===== src/rtl/scan_loader_pkg.sv =====
// Shared encodings for the scan chain loader: command opcodes,
// controller states and transfer modes.
package scan_loader_pkg;

    localparam logic [1:0] OP_LOAD = 2'b00;
    localparam logic [1:0] OP_DUMP = 2'b01;
    localparam logic [1:0] OP_RUN  = 2'b10;
    localparam logic [1:0] OP_STOP = 2'b11;

    typedef enum logic [2:0] {
        ST_IDLE,
        ST_FETCH,
        ST_SHIFT,
        ST_PUSH,
        ST_RUN
    } state_t;

    typedef enum logic {
        MODE_LOAD,
        MODE_DUMP
    } mode_t;

endpackage


===== src/rtl/scan_byte_serdes.sv =====
// Byte serialiser/deserialiser for the processor scan chain.
// Sends shift_byte LSB first and captures scan_out into the same bit slot.
module scan_byte_serdes (
    input  logic       clk,
    input  logic       rst,
    input  logic       load,
    input  logic [7:0] din,
    input  logic       shift,
    input  logic       recirc,
    input  logic       scan_out,
    output logic       scan_in,
    output logic [7:0] capture,
    output logic       last_bit
);

    logic [7:0] r_shift_byte;
    logic [7:0] r_capture;
    logic [2:0] r_bit_cnt;

    // Latch the parallel byte and step through its bits while shifting.
    always_ff @(posedge clk or posedge rst) begin
        if (rst) begin
            r_shift_byte <= '0;
            r_capture    <= '0;
            r_bit_cnt    <= '0;
        end else begin
            if (load) begin
                r_shift_byte <= din;
            end
            if (shift) begin
                r_capture[r_bit_cnt] <= scan_out;
                r_bit_cnt            <= r_bit_cnt + 3'd1;
            end
        end
    end

    // Recirculation feeds the chain back into itself so a dump is non-destructive.
    assign scan_in  = recirc ? scan_out : r_shift_byte[r_bit_cnt];
    assign capture  = r_capture;
    assign last_bit = (r_bit_cnt == 3'd7);

endmodule


===== src/rtl/scan_chain_loader.sv =====
// Host-side scan chain controller: byte-wide load/dump of the processor
// scan chain and gated run control with a saturating cycle counter.
module scan_chain_loader
    import scan_loader_pkg::*;
#(
    parameter int CHAIN_LEN = 512,
    parameter int RUNCNT_W  = 16
) (
    input  logic                clk,
    input  logic                rst,
    input  logic                cmd_valid,
    input  logic [1:0]          cmd_op,
    output logic                cmd_ready,
    input  logic                din_valid,
    input  logic [7:0]          din,
    output logic                din_ready,
    output logic                dout_valid,
    output logic [7:0]          dout,
    input  logic                dout_ready,
    output logic                scan_enable,
    output logic                scan_in,
    input  logic                scan_out,
    output logic                proc_en,
    input  logic                halt,
    output logic                busy,
    output logic                done,
    output logic [RUNCNT_W-1:0] run_cycles
);

    localparam int NBYTES = CHAIN_LEN / 8;
    localparam int BYTE_W = (NBYTES > 1) ? $clog2(NBYTES) : 1;
    localparam logic [BYTE_W-1:0] LAST_BYTE = BYTE_W'(NBYTES - 1);

    state_t              r_state;
    mode_t               r_mode;
    logic [BYTE_W-1:0]   r_byte_cnt;
    logic                r_cmd_ready;
    logic                r_din_ready;
    logic                r_dout_valid;
    logic                r_scan_enable;
    logic                r_proc_en;
    logic                r_busy;
    logic                r_done;
    logic [RUNCNT_W-1:0] r_run_cycles;

    logic       w_cmd_fire;
    logic       w_din_fire;
    logic       w_dout_fire;
    logic       w_ser_in;
    logic       w_last_bit;
    logic [7:0] w_capture;

    assign w_cmd_fire  = cmd_valid & r_cmd_ready;
    assign w_din_fire  = din_valid & r_din_ready;
    assign w_dout_fire = r_dout_valid & dout_ready;

    scan_byte_serdes u_serdes (
        .clk      (clk),
        .rst      (rst),
        .load     (w_din_fire),
        .din      (din),
        .shift    (r_scan_enable),
        .recirc   (r_mode == MODE_DUMP),
        .scan_out (scan_out),
        .scan_in  (w_ser_in),
        .capture  (w_capture),
        .last_bit (w_last_bit)
    );

    // Control FSM; every output flag is registered alongside the state.
    always_ff @(posedge clk or posedge rst) begin
        if (rst) begin
            r_state       <= ST_IDLE;
            r_mode        <= MODE_LOAD;
            r_byte_cnt    <= '0;
            r_cmd_ready   <= 1'b1;
            r_din_ready   <= 1'b0;
            r_dout_valid  <= 1'b0;
            r_scan_enable <= 1'b0;
            r_proc_en     <= 1'b0;
            r_busy        <= 1'b0;
            r_done        <= 1'b0;
            r_run_cycles  <= '0;
        end else begin
            r_done <= 1'b0;
            unique case (r_state)
                ST_IDLE: begin
                    if (w_cmd_fire) begin
                        unique case (cmd_op)
                            OP_LOAD: begin
                                r_state     <= ST_FETCH;
                                r_mode      <= MODE_LOAD;
                                r_byte_cnt  <= '0;
                                r_cmd_ready <= 1'b0;
                                r_din_ready <= 1'b1;
                                r_busy      <= 1'b1;
                            end
                            OP_DUMP: begin
                                r_state       <= ST_SHIFT;
                                r_mode        <= MODE_DUMP;
                                r_byte_cnt    <= '0;
                                r_cmd_ready   <= 1'b0;
                                r_scan_enable <= 1'b1;
                                r_busy        <= 1'b1;
                            end
                            OP_RUN: begin
                                r_state      <= ST_RUN;
                                r_run_cycles <= '0;
                                r_proc_en    <= 1'b1;
                                r_busy       <= 1'b1;
                            end
                            default: begin
                                r_done <= 1'b1;
                            end
                        endcase
                    end
                end
                ST_FETCH: begin
                    if (w_din_fire) begin
                        r_state       <= ST_SHIFT;
                        r_din_ready   <= 1'b0;
                        r_scan_enable <= 1'b1;
                    end
                end
                ST_SHIFT: begin
                    if (w_last_bit) begin
                        r_state       <= ST_PUSH;
                        r_scan_enable <= 1'b0;
                        r_dout_valid  <= 1'b1;
                    end
                end
                ST_PUSH: begin
                    if (w_dout_fire) begin
                        r_dout_valid <= 1'b0;
                        r_byte_cnt   <= r_byte_cnt + 1'b1;
                        if (r_byte_cnt == LAST_BYTE) begin
                            r_state     <= ST_IDLE;
                            r_done      <= 1'b1;
                            r_cmd_ready <= 1'b1;
                            r_busy      <= 1'b0;
                        end else if (r_mode == MODE_LOAD) begin
                            r_state     <= ST_FETCH;
                            r_din_ready <= 1'b1;
                        end else begin
                            r_state       <= ST_SHIFT;
                            r_scan_enable <= 1'b1;
                        end
                    end
                end
                ST_RUN: begin
                    if (r_proc_en && (r_run_cycles != '1)) begin
                        r_run_cycles <= r_run_cycles + 1'b1;
                    end
                    if (halt || w_cmd_fire) begin
                        r_state   <= ST_IDLE;
                        r_proc_en <= 1'b0;
                        r_done    <= 1'b1;
                        r_busy    <= 1'b0;
                    end
                end
                default: begin
                    r_state <= ST_IDLE;
                end
            endcase
        end
    end

    assign cmd_ready   = r_cmd_ready;
    assign din_ready   = r_din_ready;
    assign dout_valid  = r_dout_valid;
    assign dout        = w_capture;
    assign scan_enable = r_scan_enable;
    assign scan_in     = r_scan_enable & w_ser_in;
    assign proc_en     = r_proc_en;
    assign busy        = r_busy;
    assign done        = r_done;
    assign run_cycles  = r_run_cycles;

endmodule


===== config.mk =====
export PLATFORM = sky130hd
export DESIGN_NAME = scan_chain_loader
export DESIGN_NICKNAME = d
export VERILOG_FILES = /design/src/rtl/scan_loader_pkg.sv /design/src/rtl/scan_byte_serdes.sv /design/src/rtl/scan_chain_loader.sv
export SDC_FILE = /design/constraint.sdc
export NUM_CORES = 1
export LEC_CHECK = 0
export ABC_AREA = 1
export BUFFER_PORTS_ARGS = -buffer_cell sky130_fd_sc_hd__buf_2
export CAP_MARGIN = 5
export CORE_MARGIN = 1.5
export CORE_UTILIZATION = 51
export DETAILED_ROUTE_END_ITERATION = 16
export PLACE_DENSITY = 0.87
export RECOVER_POWER = 50
export SYNTH_ARGS = -nofsm -noshare
export SYNTH_HDL_FRONTEND = slang
export SYNTH_SLANG_ARGS = --single-unit

===== constraint.sdc =====
create_clock -name clk -period 1.3 [get_ports clk]
set_input_delay 0.13 -clock clk [delete_from_list [all_inputs] [get_ports clk]]
set_output_delay 0.13 -clock clk [all_outputs]
set_load 0.005 [all_outputs]

==> results.toml <==
[outcome]
status = "finished with violations"
violations = "negative setup slack"

[setup_path]
start_kind = "flip-flop"
endpoint_kind = "output pin"
crit_required_ps = 1170
crit_chain = "inv_1 > nor2_2 > o21ai_1 > a21oi_1 > nor3_2 > nor2_1 > buf_2"
slowest_delay_ps = 480
critPathArrivalTime_ps = 1690
path_max_fanout = 5
r2r_cells = 9
critPathSlowestCell = "dfrtp_2"
r2r-end = "r_byte_cnt[4]"
r2r-start = "r_state[0]"
r2r_slack_ps = -430
endpoint = "scan_in"
startpoint = "u_serdes.r_bit_cnt[2]"
path_class = "reg2out"

[floorplan]
ios = 49
die_w_microns = 79.58
start_util_pct = 53.65
die_h_microns = 79.58
core_sq_um = 5574
die-area_sq_um = 6332
fp-row-count = 27

[final_layout]
syn_to_final_growth_pct = 58.83
final_common_cell = "nand2_1"
post_layout_nonfiller_instances = 635
layout.nets = 588
final_core_util_pct = 85.21
antenna_cells = 0
most-common-layout-cells = "nand2_1 (88), buf_4 (81), dfrtp_1 (49), buf_2 (47), nor2_1 (37)"
fin_area_sq_um = 4750
drive_above_1_share_pct = 48.67

[global_route]
antenna_found_initial = 0
grt_pass1_wl_mm = 16.20
grt_pass1_vias = 3465
grt_max_degree = 37
grt_usage_pct = 33.90
overflow = 0

[timing]
fmax_mhz = 550.1
holdWs_ps = 15.03
slew_viol_final = 0
fin_crit_sh_pct = 139.8
setup_ws_ps = -517.8
rsz0062_at_grt = "true"
tightest_slew_ps = 816.1
timing.slew.headroom_pct = 45.29
finalSetupViolations = 36
period_needed_ps = 1818
hold_viol_final = 0
finalClockSkew_ps = 8.745

[clocking]
root_buffer = "clkbuf_8"
cts_tree = "done"
cts.htree.levels = 2
clkLatencyLatePin_ps = 320
cts_inserted_buffers = 5
cts_sinks = 52
cts_buffer_depth = 2
clk_pin_slew_worst_paths_ps = 100

[synth]
ys_types = 29
syn_inst = 411
synth_area_sq_um = 2990
ys_ff_latch = 52
yosysSeqAreaShare_pct = 43.56
synth_nets = 437
yosys_warnings = 0
synth.avg_cell_area_sq_um = 7.276

[power]
ir_drop_mv = 0.5133
power_density_nw_per_um2 = 641.5
leakagePower_nw = 2.403
total_power_w = 0.003047

[detailed_routing]
wirelength_mm = 13.21
drtIter0Drc = 415
wire_per_inst_microns = 20.80
drtPass1Iterations = 5
vias = 3998
vias_per_cell = 6.296
drcViolationCount = 0
ant_nets = 0

[flow_run]
cap_violations = 0

[placement]
place_congestion = 0.9178
numPortBuffers = 48
dp_hpwl_mm = 6.042
dpl_cell_area_sq_um = 3891
dp_cells = 600

[worst_hold_path]
min_path_type = "in2reg"
hp-start = "din[4]"
-- layout make-up --
type | count | area [sq um]
clock inverters | 2 | 38.79
repair buffers | 150 | 1101
inverters | 42 | 176.4
well taps | 72 | 90.09
fillers | 266 | 824.5
flip-flops and latches | 52 | 1305
multi-input cells | 311 | 1956
clock buffers | 6 | 82.58
-- synthesized netlist by cell type, drive strengths merged --
library cell | instances | share of area (%)
nand3 | 28 | 4.7
nand2 | 134 | 18
nor3 | 6 | 1.0
a31oi | 8 | 1.7
o211ai | 3 | 0.75
ha | 9 | 3.8
o21ai | 20 | 3.5
dfstp | 1 | 0.88
nor3b | 1 | 0.25
mux2 | 1 | 0.38
inv | 42 | 5.3
nand4 | 5 | 1.0
buf | 6 | 1.4
nand3b | 1 | 0.25
xnor2 | 1 | 0.29
nor2 | 59 | 7.8
a21oi | 24 | 4.0
o21a | 1 | 0.25
clkbuf | 2 | 0.25
dfrtp | 51 | 43
xor2 | 5 | 1.5
o21bai | 3 | 0.75
-- cell families after synthesis --
family	synth area share, %
AO/OA/AOI/OAI	10.92
multiplexers	0.3765
buffers and inverters	6.903
XOR/XNOR	1.757
adder cells (fa/ha/maj)	3.766
flip-flops	43.56
AND/OR/NAND/NOR	32.72
-- power breakdown --
part           internal [W]  switching, W
clock              0.000631      0.000586
combinational     0.0000755      0.000112
sequential          0.00163     0.0000127
-- worst max-delay path: cells and delay by family (launching register included) --
| family | cells | cell delay (ps) |
|---|---|---|
| AND/OR/NAND/NOR | 3 | 340 |
| AO/OA/AOI/OAI | 2 | 300 |
| flip-flops | 1 | 480 |
| buffers and inverters | 2 | 240 |
-- what timing repair did --
| item | in CTS | in global routing |
|---|---|---|
| setup endpoints to repair | 34 | 35 |
| resized for setup | 68 | 91 |
| setup buffers | 15 | 11 |
| endpoints found under the hold margin | 16 | 0 |
| pin swaps | 31 | 45 |
| gates cloned | 2 | 0 |
| hold buffers | 2 | 0 |
-- worst min-delay path by stage --
stage                                          end  slack, ps  depth (start not counted)
after floorplan                               busy        180                          1
after detailed placement            run_cycles[15]        160                          2
after global routing      u_serdes.r_shift_byte[1]         30                          3
after CTS                 u_serdes.r_shift_byte[2]          9                          3
final                     u_serdes.r_shift_byte[4]         20                          3
after global placement              run_cycles[15]        150                          2
-- sequential cells by signal, summed over array words and instances, names as in the netlist --
signal and flops:
busy 1, r_state 3, proc_en 1, r_byte_cnt 6, run_cycles 16, din_ready 1, dout_valid 1, u_serdes.r_shift_byte 8
r_mode 1, cmd_ready 1, u_serdes.r_bit_cnt 3, scan_enable 1, done 1, u_serdes.capture 8
-- layer usage --
metal	share of wire [%]	vias up	wire (microns)	global-route usage, %
li1	-	1634	-	-
met1	33	1830	4408	37.88
met2	47	391	6244	60.51
met3	9.9	143	1306	5.371
met4	9.4	0	1247	19.65
met5	0	-	0	0
-- through the flow --
stage               setup TNS, ps  worst slack, ps
finish                      -9952           -517.8
global route               -12410           -512.9
CTS                         -5388           -353.9
detailed placement          -5994           -288.0
global placement            -3703           -189.1
floorplan                   -1953           -137.1
Power figures use the tool's default switching activity.
